## src/rtl/instr_pkg.sv

```systemverilog
// Shared types and field positions for the instruction decode pipeline.
package instr_pkg;

    // Control-field bit positions inside a C-instruction.
    localparam int CTRL_W   = 13;
    localparam int A_BIT    = 12;
    localparam int C_MSB    = 11;
    localparam int C_LSB    = 6;
    localparam int D_MSB    = 5;
    localparam int D_LSB    = 3;
    localparam int J_MSB    = 2;
    localparam int J_LSB    = 0;

    // Bits that must both be set for a C-instruction to be legal.
    localparam int ID_HI_BIT = 14;
    localparam int ID_LO_BIT = 13;

    // Control fields in the order {a, c1..c6, d1..d3, j1..j3}.
    typedef struct packed {
        logic       a;
        logic [5:0] c;
        logic [2:0] d;
        logic [2:0] j;
    } ctrl_t;

    // Decoded part of a buffered entry; the instruction value travels beside it.
    typedef struct packed {
        logic  itype;
        logic  illegal;
        ctrl_t ctrl;
    } entry_t;

    localparam int ENTRY_META_W = $bits(entry_t);

    // Occupancy of the two-entry buffer.
    typedef enum logic [1:0] {
        ST_EMPTY = 2'b00,
        ST_ONE   = 2'b01,
        ST_TWO   = 2'b10
    } occ_state_t;

    // Map the low 13 instruction bits onto the control struct.
    function automatic ctrl_t pick_ctrl(input logic [CTRL_W-1:0] bits13);
        ctrl_t f;
        f.a = bits13[A_BIT];
        f.c = bits13[C_MSB:C_LSB];
        f.d = bits13[D_MSB:D_LSB];
        f.j = bits13[J_MSB:J_LSB];
        return f;
    endfunction

endpackage

```

## src/rtl/decode_skid_buf.sv

```systemverilog
// Two-entry in-order buffer with registered ready/valid and an occupancy FSM.
module decode_skid_buf
    import instr_pkg::*;
#(
    parameter int W = 16
) (
    input  logic         clk,
    input  logic         rst,
    input  logic         flush,
    input  logic         in_valid,
    input  logic [W-1:0] in_data,
    output logic         in_ready,
    output logic         out_valid,
    input  logic         out_ready,
    output logic [W-1:0] out_data
);

    occ_state_t   state_r;
    logic         in_ready_r;
    logic         out_valid_r;
    logic [W-1:0] head_r;
    logic [W-1:0] tail_r;
    logic         push_s;
    logic         pop_s;

    // Transfers use the registered handshake flags only.
    always_comb begin
        push_s = in_valid & in_ready_r;
        pop_s  = out_valid_r & out_ready;
    end

    // Occupancy FSM with storage and registered handshake outputs.
    always_ff @(posedge clk or posedge rst) begin
        if (rst) begin
            state_r     <= ST_EMPTY;
            in_ready_r  <= 1'b1;
            out_valid_r <= 1'b0;
            head_r      <= {W{1'b0}};
            tail_r      <= {W{1'b0}};
        end else if (flush) begin
            state_r     <= ST_EMPTY;
            in_ready_r  <= 1'b1;
            out_valid_r <= 1'b0;
        end else begin
            case (state_r)
                ST_EMPTY: begin
                    if (push_s) begin
                        head_r      <= in_data;
                        state_r     <= ST_ONE;
                        in_ready_r  <= 1'b1;
                        out_valid_r <= 1'b1;
                    end
                end
                ST_ONE: begin
                    if (push_s && pop_s) begin
                        head_r <= in_data;
                    end else if (push_s) begin
                        tail_r      <= in_data;
                        state_r     <= ST_TWO;
                        in_ready_r  <= 1'b0;
                    end else if (pop_s) begin
                        state_r     <= ST_EMPTY;
                        out_valid_r <= 1'b0;
                    end
                end
                ST_TWO: begin
                    if (pop_s) begin
                        head_r     <= tail_r;
                        state_r    <= ST_ONE;
                        in_ready_r <= 1'b1;
                    end
                end
                default: begin
                    state_r     <= ST_EMPTY;
                    in_ready_r  <= 1'b1;
                    out_valid_r <= 1'b0;
                end
            endcase
        end
    end

    assign in_ready  = in_ready_r;
    assign out_valid = out_valid_r;
    assign out_data  = head_r;

endmodule

```

## src/rtl/instr_decode_pipe.sv

```systemverilog
// Instruction decoder: decodes at acceptance, buffers two entries, counts types.
module instr_decode_pipe
    import instr_pkg::*;
#(
    parameter int DW = 16,
    parameter int CW = 16
) (
    input  logic          clk,
    input  logic          rst,
    input  logic          flush,
    input  logic          in_valid,
    input  logic [DW-1:0] in_instr,
    output logic          in_ready,
    output logic          out_valid,
    input  logic          out_ready,
    output logic          out_type,
    output logic [DW-1:0] out_value,
    output logic [12:0]   out_ctrl,
    output logic          out_illegal,
    output logic [CW-1:0] cnt_a,
    output logic [CW-1:0] cnt_c
);

    localparam int EW = DW + ENTRY_META_W;
    localparam logic [CW-1:0] CNT_MAX = {CW{1'b1}};
    localparam logic [CW-1:0] CNT_ONE = {{(CW-1){1'b0}}, 1'b1};

    entry_t        meta_s;
    logic [DW-1:0] value_s;
    logic [EW-1:0] buf_in_s;
    logic [EW-1:0] buf_out_s;
    entry_t        head_meta_s;
    logic          accept_s;
    logic [CW-1:0] cnt_a_r;
    logic [CW-1:0] cnt_c_r;

    // Decode the incoming instruction; illegal C-instructions carry no controls.
    always_comb begin
        meta_s.itype   = in_instr[DW-1];
        meta_s.illegal = 1'b0;
        meta_s.ctrl    = pick_ctrl(13'd0);
        if (in_instr[DW-1]) begin
            if (in_instr[ID_HI_BIT:ID_LO_BIT] != 2'b11) begin
                meta_s.illegal = 1'b1;
                meta_s.ctrl    = pick_ctrl(13'd0);
            end else begin
                meta_s.illegal = 1'b0;
                meta_s.ctrl    = pick_ctrl(in_instr[CTRL_W-1:0]);
            end
        end else begin
            meta_s.illegal = 1'b0;
            meta_s.ctrl    = pick_ctrl(13'd0);
        end
    end

    assign value_s  = {1'b0, in_instr[DW-2:0]};
    assign buf_in_s = {meta_s, value_s};

    // A flushed push never enters the buffer, so it is not counted either.
    assign accept_s = in_valid & in_ready & ~flush;

    decode_skid_buf #(
        .W (EW)
    ) u_buf (
        .clk       (clk),
        .rst       (rst),
        .flush     (flush),
        .in_valid  (in_valid),
        .in_data   (buf_in_s),
        .in_ready  (in_ready),
        .out_valid (out_valid),
        .out_ready (out_ready),
        .out_data  (buf_out_s)
    );

    assign head_meta_s = entry_t'(buf_out_s[EW-1:DW]);
    assign out_type    = head_meta_s.itype;
    assign out_illegal = head_meta_s.illegal;
    assign out_ctrl    = head_meta_s.ctrl;
    assign out_value   = buf_out_s[DW-1:0];

    // Saturating per-type acceptance counters; flush leaves them untouched.
    always_ff @(posedge clk or posedge rst) begin
        if (rst) begin
            cnt_a_r <= {CW{1'b0}};
            cnt_c_r <= {CW{1'b0}};
        end else if (accept_s) begin
            if (meta_s.itype) begin
                if (cnt_c_r != CNT_MAX) begin
                    cnt_c_r <= cnt_c_r + CNT_ONE;
                end
            end else begin
                if (cnt_a_r != CNT_MAX) begin
                    cnt_a_r <= cnt_a_r + CNT_ONE;
                end
            end
        end
    end

    assign cnt_a = cnt_a_r;
    assign cnt_c = cnt_c_r;

endmodule

```

## config.mk

```make
export PLATFORM = sky130hd
export DESIGN_NAME = instr_decode_pipe
export DESIGN_NICKNAME = d
export VERILOG_FILES = /design/src/rtl/instr_pkg.sv /design/src/rtl/decode_skid_buf.sv /design/src/rtl/instr_decode_pipe.sv
export SDC_FILE = /design/constraint.sdc
export NUM_CORES = 1
export LEC_CHECK = 0
export CORE_MARGIN = 2
export CORE_UTILIZATION = 40
export DETAILED_ROUTE_END_ITERATION = 6
export PLACE_DENSITY_LB_ADDON = 0.12
export SLEW_MARGIN = 20
export SYNTH_ARGS = -nofsm -noshare
export SYNTH_HDL_FRONTEND = slang
export SYNTH_SLANG_ARGS = --single-unit
```

## constraint.sdc

```tcl
create_clock -name clk -period 4.2 [get_ports clk]
set_input_delay 1.26 -clock clk [delete_from_list [all_inputs] [get_ports clk]]
set_output_delay 1.26 -clock clk [all_outputs]
set_load 0.005 [all_outputs]
```

# After elaboration in Yosys (flattened, before gate mapping)
# Index checks and enable logic that the tools add are counted.
# W data, S select, Z words.
[totals]
wordCells = 65
register_bits = 97
in_bits = 21
output_inout_bits = 65
[classes]
n_addsub = 2
bitwise = 6
n_eq_ne = 16
n_mux = 24
reduce_logical = 10
[ops]
columns = ["op", "n"]
rows = [
  ["$mux W31", 3],
  ["$pmux W31 S3", 1],
  ["$add A16 B1 Y16 const B", 2],
  ["$ne A16 B16 Y1 const B", 2],
  ["$mux W14", 2],
  ["$mux W2", 6],
  ["$ne A3 B2 Y1 const B", 4],
  ["$reduce_and A4 Y1", 3],
  ["$reduce_and A5 Y1", 2],
  ["$mux W1", 9],
  ["$ne A2 B1 Y1 const B", 3],
  ["$ne A3 B3 Y1 const B", 2],
  ["$pmux W1 S3", 2],
  ["$pmux W2 S3", 1],
  ["$reduce_and A3 Y1", 2],
  ["$ne A2 B2 Y1 const B", 2],
  ["$ne A4 B2 Y1 const B", 1],
  ["$and A1 B1 Y1", 3],
  ["$not A1 Y1", 3],
  ["$reduce_bool A3 Y1", 1],
  ["$eq A2 B1 Y1 const B", 1],
  ["$eq A2 B2 Y1 const B", 1],
  ["$logic_not A2 Y1", 1],
  ["$logic_and A1 B1 Y1", 1],
]

# Longest topological paths before layout
[logic_depth]
word_depth = 6
ltp_mapped = 7
depth_no_buf = 5

# Hierarchy
# A second synthesis with hierarchy kept.
[unflattened]
cells_unflattened = 444
hier_area_um2 = 4943.5
[modules_own_cells]
columns = ["module", "area_per_inst_um2", "seq_area_each_um2", "cells_per_inst", "instances"]
rows = [
  ["decode_skid_buf", 3215.6, 1652.8, 280, 1],
  ["instr_decode_pipe", 1727.9, 800.8, 164, 1],
]

# Least setup slack after synthesis
# OpenSTA, ideal clock, no wires.
[synth_path]
kind = "input-to-reg"
from = "input port out_ready"
to = "register u_buf.tail_r[10]"
arrival_time_ns = 2.434
stages = 5
setup_time_ns = 0.125
slack_ns = 1.640
n_path_buf = 2
required_time_ns = 4.075
cell_sequence = "a21boi_2 or4b_1 buf_6 buf_12 mux2_4"
[synth_between]
elab_chain_cells = 4
[synth_rtl]
columns = ["element", "line_no", "rtl"]
rows = [
  ["from (decl)", "instr_decode_pipe.sv:15", "input logic out_ready,"],
  ["$and A1 B1 Y1", "decode_skid_buf.sv:29", "pop_s = out_valid_r & out_ready;"],
  ["$logic_and A1 B1 Y1", "decode_skid_buf.sv:55", "if (push_s && pop_s) begin"],
  ["$not A1 Y1 (no source line)", "--", ""],
  ["$reduce_and A4 Y1 (no source line)", "--", ""],
  ["to (signal assigned)", "decode_skid_buf.sv:39", "tail_r <= {W{1'b0}};"],
  ["to (signal assigned)", "decode_skid_buf.sv:58", "tail_r <= in_data;"],
  ["to (decl)", "decode_skid_buf.sv:22", "logic [W-1:0] tail_r;"],
]
# Every way passes these cells.
# A chain may end at the register's enable or synchronous reset.

# Worst setup path after layout
[layout_path]
from = "input port in_valid"
to = "register u_buf.tail_r[9]"
[layout_between]
elab_chain_cells = 4
[layout_rtl]
columns = ["element", "line_no", "rtl"]
rows = [
  ["from (decl)", "instr_decode_pipe.sv:11", "input logic in_valid,"],
  ["$and A1 B1 Y1 *", "decode_skid_buf.sv:28", "push_s = in_valid & in_ready_r;"],
  ["$logic_and A1 B1 Y1", "decode_skid_buf.sv:55", ""],
  ["$not A1 Y1 (no source line)", "--", ""],
  ["$reduce_and A4 Y1 (no source line) *", "--", ""],
]
# Mark *: on every way between the ends. The rest lies on a longest branch, timed or not.

==> reports/results.tsv <==
stage	metric	value	unit
status	outcome	completed	
floorplan	initial core utilization	0.414	
detailed_routing	top layer in use	met4	
yosys	top post-synthesis cells by count	95 x dfrtp_1, 61 x nand2_1, 57 x mux2_2, 29 x o21ai_0, 23 x xor2_1	
timing	Final Hold Viols	0	
clock_tree	PostCTS Resize Cnt	0	
floorplan	core area	10900	µm²
worst_setup_path	worst r2r path cells	4	
floorplan	FP Rows	38	
yosys	Avg Cell Area, Syn	11.7	µm²
detailed_routing	metal2 WL	4060	µm
floorplan	Die Height	110	µm
yosys	sequential share of the synthesized area	0.530	
clock_tree	CTS buffer count	9	
worst_hold_path	Hold Crit Depth	2	
yosys	most numerous cell in the Yosys netlist	dfrtp_1	
yosys	Async SR Flop Fraction	1.00	
timing	Final Skew	0.00585	ns
floorplan	die width	110	µm
detailed_routing	WL/cell	14.7	µm
yosys	count of different cell masters after synthesis	46	
worst_setup_path	Worst Path Max Fanout	45	
layout	FF/Latch Area	2400	µm²
detailed_routing	Via density	5.15	
clock_tree	clk_lat worst skew	0.33	ns
detailed_routing	DR iter-0 viols	76	
detailed_routing	Residual DRC	0	
pwr	Worst VDD drop	0.228	mV
clock_tree	TritonCTS clock tree	built	
worst_setup_path	critical path required time	4.42	ns
timing	Slew Limit Fails	0	
placement	GP Congestion	0.792	
timing	Setup TNS Final	0	ns
global_route	first-pass GRT wire length	15600	µm
detailed_routing	First-pass DRT Iterations	4	
yosys	Synth Area in Simple Gates	0.140	
worst_setup_path	Worst setup SP type	input port	
clock_tree	CTS H-Tree Depth	3	
yosys	Area contributors post-synth	dfrtp_1 52%, mux2_2 14%, nand2_1 5.1%	
clock_tree	postcts setup bufs	0	
layout	Antenna diodes	0	
yosys	FF+latch count, synth	96	
detailed_routing	remaining antenna violation count	0	
global_route	GRT Total Usage	0.155	
yosys	post-synth top area cell	dfrtp_1	
yosys	Post-synth EDFFs	0	
layout	# fillers	988	
clock_tree	CTS root buf	clkbuf_16	
yosys	post-synth top area share	0.525	
timing	min Tclk post-route	3.05	ns
yosys	mux cell area share after synthesis	0.182	
yosys	Synth Instances	386	
timing	Fmax	328	MHz
timing	Worst-Margin Slew	0.837	ns
detailed_routing	wire length on met3	308	µm
global_route	number of global-route vias before repair	3154	
timing	Rel. slew slack	0.442	
detailed_routing	Final Routed Wirelength	9020	µm
floorplan	io pins	86	
job	# Max-Cap Violations	0	
yosys	Post-Synth Adder-Cell Area	0.00552	
detailed_routing	M1 WL	4520	µm
placement	placed insts	597	
worst_setup_path	CP Class	input port to flop	
timing	Final Setup Violations	0	
timing	RSZ-0062 raised after global routing	false	
worst_setup_path	CP max-delay cell	or4b_2	
yosys	XOR/XNOR Fraction of Synth Area	0.0483	
worst_hold_path	Worst Hold Class	flop to flop	
global_route	gr ovfl total	0	
detailed_routing	Vias	3157	
layout	Nets	491	
layout	post-route insts no fill	613	
global_route	largest net degree at the start of global routing	58	
timing	Final period util	0.726	
worst_setup_path	crit path DAT	3.27	ns
clock_tree	cts hold-fix bufs	0	
yosys	Post-Syn Area	4530	µm²
worst_setup_path	crit end category	flop	
clock_tree	clk buf depth	2	
floorplan	Die Area	12200	µm²
clock_tree	Clock transition at path regs	0.06	ns
worst_setup_path	crit-path max cell delay	0.63	ns
clock_tree	clk sinks	96	
pwr	Pleak	2.56	nW
global_route	initial antenna violation count	0	
layout	Multi-input gate area	2010	µm²
placement	port bufs	84	
yosys	synth warn	0	
worst_setup_path	crit path cell chain	clkdlybuf4s50_1 -> nand2_1 -> or4b_2 -> buf_4 -> mux2_4	
yosys	total nets after synthesis	409	
yosys	main flop type after synthesis	dfrtp_1	
pwr	Pwr Density	487	nW/µm²
yosys	largest family of logic cells by synthesized area	multiplexers	
placement	Post-DP HPWL	5860	µm
layout	Area growth, synth to finish	27.4	%
layout	fraction of layout cells with a size suffix above 1	0.214	
yosys	compound-cell area share of the yosys netlist	0.0629	
path summary, 6_finish.rpt:
check / startpoint / endpoint / slack, ns
min: u_buf.tail_r[25] / u_buf.tail_r[25] / 0.48
max in group asynchronous: rst / u_buf.tail_r[27] / 2.19
max reg2reg: u_buf.in_ready / u_buf.tail_r[9] / 2.06
min reg2reg: u_buf.tail_r[25] / u_buf.tail_r[25] / 0.48
min in group asynchronous: rst / cnt_c[15] / 1.31
max: in_valid / u_buf.tail_r[9] / 1.15
flip-flops by register name, indices dropped and copies added, names as in the netlist:
register	count
cnt_a	16
cnt_c	16
u_buf.in_ready	1
u_buf.out_data	30
u_buf.out_valid	1
u_buf.state_r	2
u_buf.tail_r	30
stage by stage:
| stage | total power [mW] | utilization | cell area (µm²) | hold WS (ns) | setup slack, ns |
|---|---|---|---|---|---|
| 6_report | 2.81 | 0.528 | 5770 | 0.479 | 1.15 |
| 5_1_grt | 2.98 | 0.528 | 5770 | 0.509 | 1.09 |
| 4_1_cts | 2.85 | 0.528 | 5770 | 0.484 | 1.17 |
| 3_5_place_dp | 2.07 | 0.503 | 5500 | 0.470 | 0.818 |
| 3_3_place_gp | 2.05 | 0.503 | 5500 | 0.462 | 0.864 |
| 2_1_floorplan | 1.69 | - | 4530 | 0.449 | 0.436 |
worst max-delay path: cells and delay by family:
| family | cells | cell delay [ns] |
|---|---|---|
| buffers and inverters | 2 | 0.88 |
| muxes | 1 | 0.35 |
| and+or+nand+nor | 2 | 0.76 |
power breakdown:
| group | total [mW] | internal, mW | leakage [nW] | switching [mW] |
|---|---|---|---|---|
| Clock | 0.767 | 0.420 | 0.133 | 0.348 |
| Sequential | 1.32 | 1.16 | 1.23 | 0.155 |
| Combinational | 0.725 | 0.486 | 1.20 | 0.240 |
| Total | 2.81 | 2.07 | 2.56 | 0.743 |
placed cells by master (no fill, tap or decap), types with 2 or more instances in the layout:
cell             synthesis  final
nand2b_1                 2      2
nand4_1                  6      6
a2111oi_2                2      2
dfrtp_1                 95     95
and4_1                   2      2
nand3b_1                 2      2
or4_4                    2      2
o21bai_1                 2      2
and2_1                   2      2
xor2_1                  23     23
xnor2_1                  2      2
clkbuf_1                 6      2
nand3_1                  8      8
and3_1                   3      3
buf_4                    1      3
nand2_1                 61     61
clkdlybuf4s50_1          0     84
clkinv_4                 0      2
a211oi_1                 3      3
nor3_1                  12     12
a21oi_1                  9      8
mux2_2                  57     57
inv_1                    7      6
nor2_1                   5      5
ha_1                     2      2
clkbuf_16                0      9
nor3b_1                  3      3
nor4_1                   2      2
mux2_4                  11     11
o21ai_0                 29     29
mux2i_1                  2      2
routing by layer:
metal  vias to the layer above  track usage
li1                       1519            -
met1                      1570        0.221
met2                        59        0.230
met3                         9       0.0351
met4                         0       0.0633
met5                         -            0
final cells by class:
class                   count  share of cell area
inverters                   7             0.00498
multi-input cells         266               0.348
well taps                 140              0.0303
clock inverters             4             0.00520
clock buffers              12              0.0427
flip-flops and latches     96               0.416
repair buffers             88               0.153
logic make-up (layout without fill, tap and decap cells):
family / count (synthesis) / in the layout
adders and majority gates: 2 / 2
DFF: 96 / 96
other: 1 / 1
AOI/OAI and AO/OA: 48 / 48
muxes: 70 / 70
buffers and inverters: 24 / 111
xor gates and xnor gates: 25 / 25
and+or+nand+nor: 120 / 120
Power figures use the tool's default switching activity.
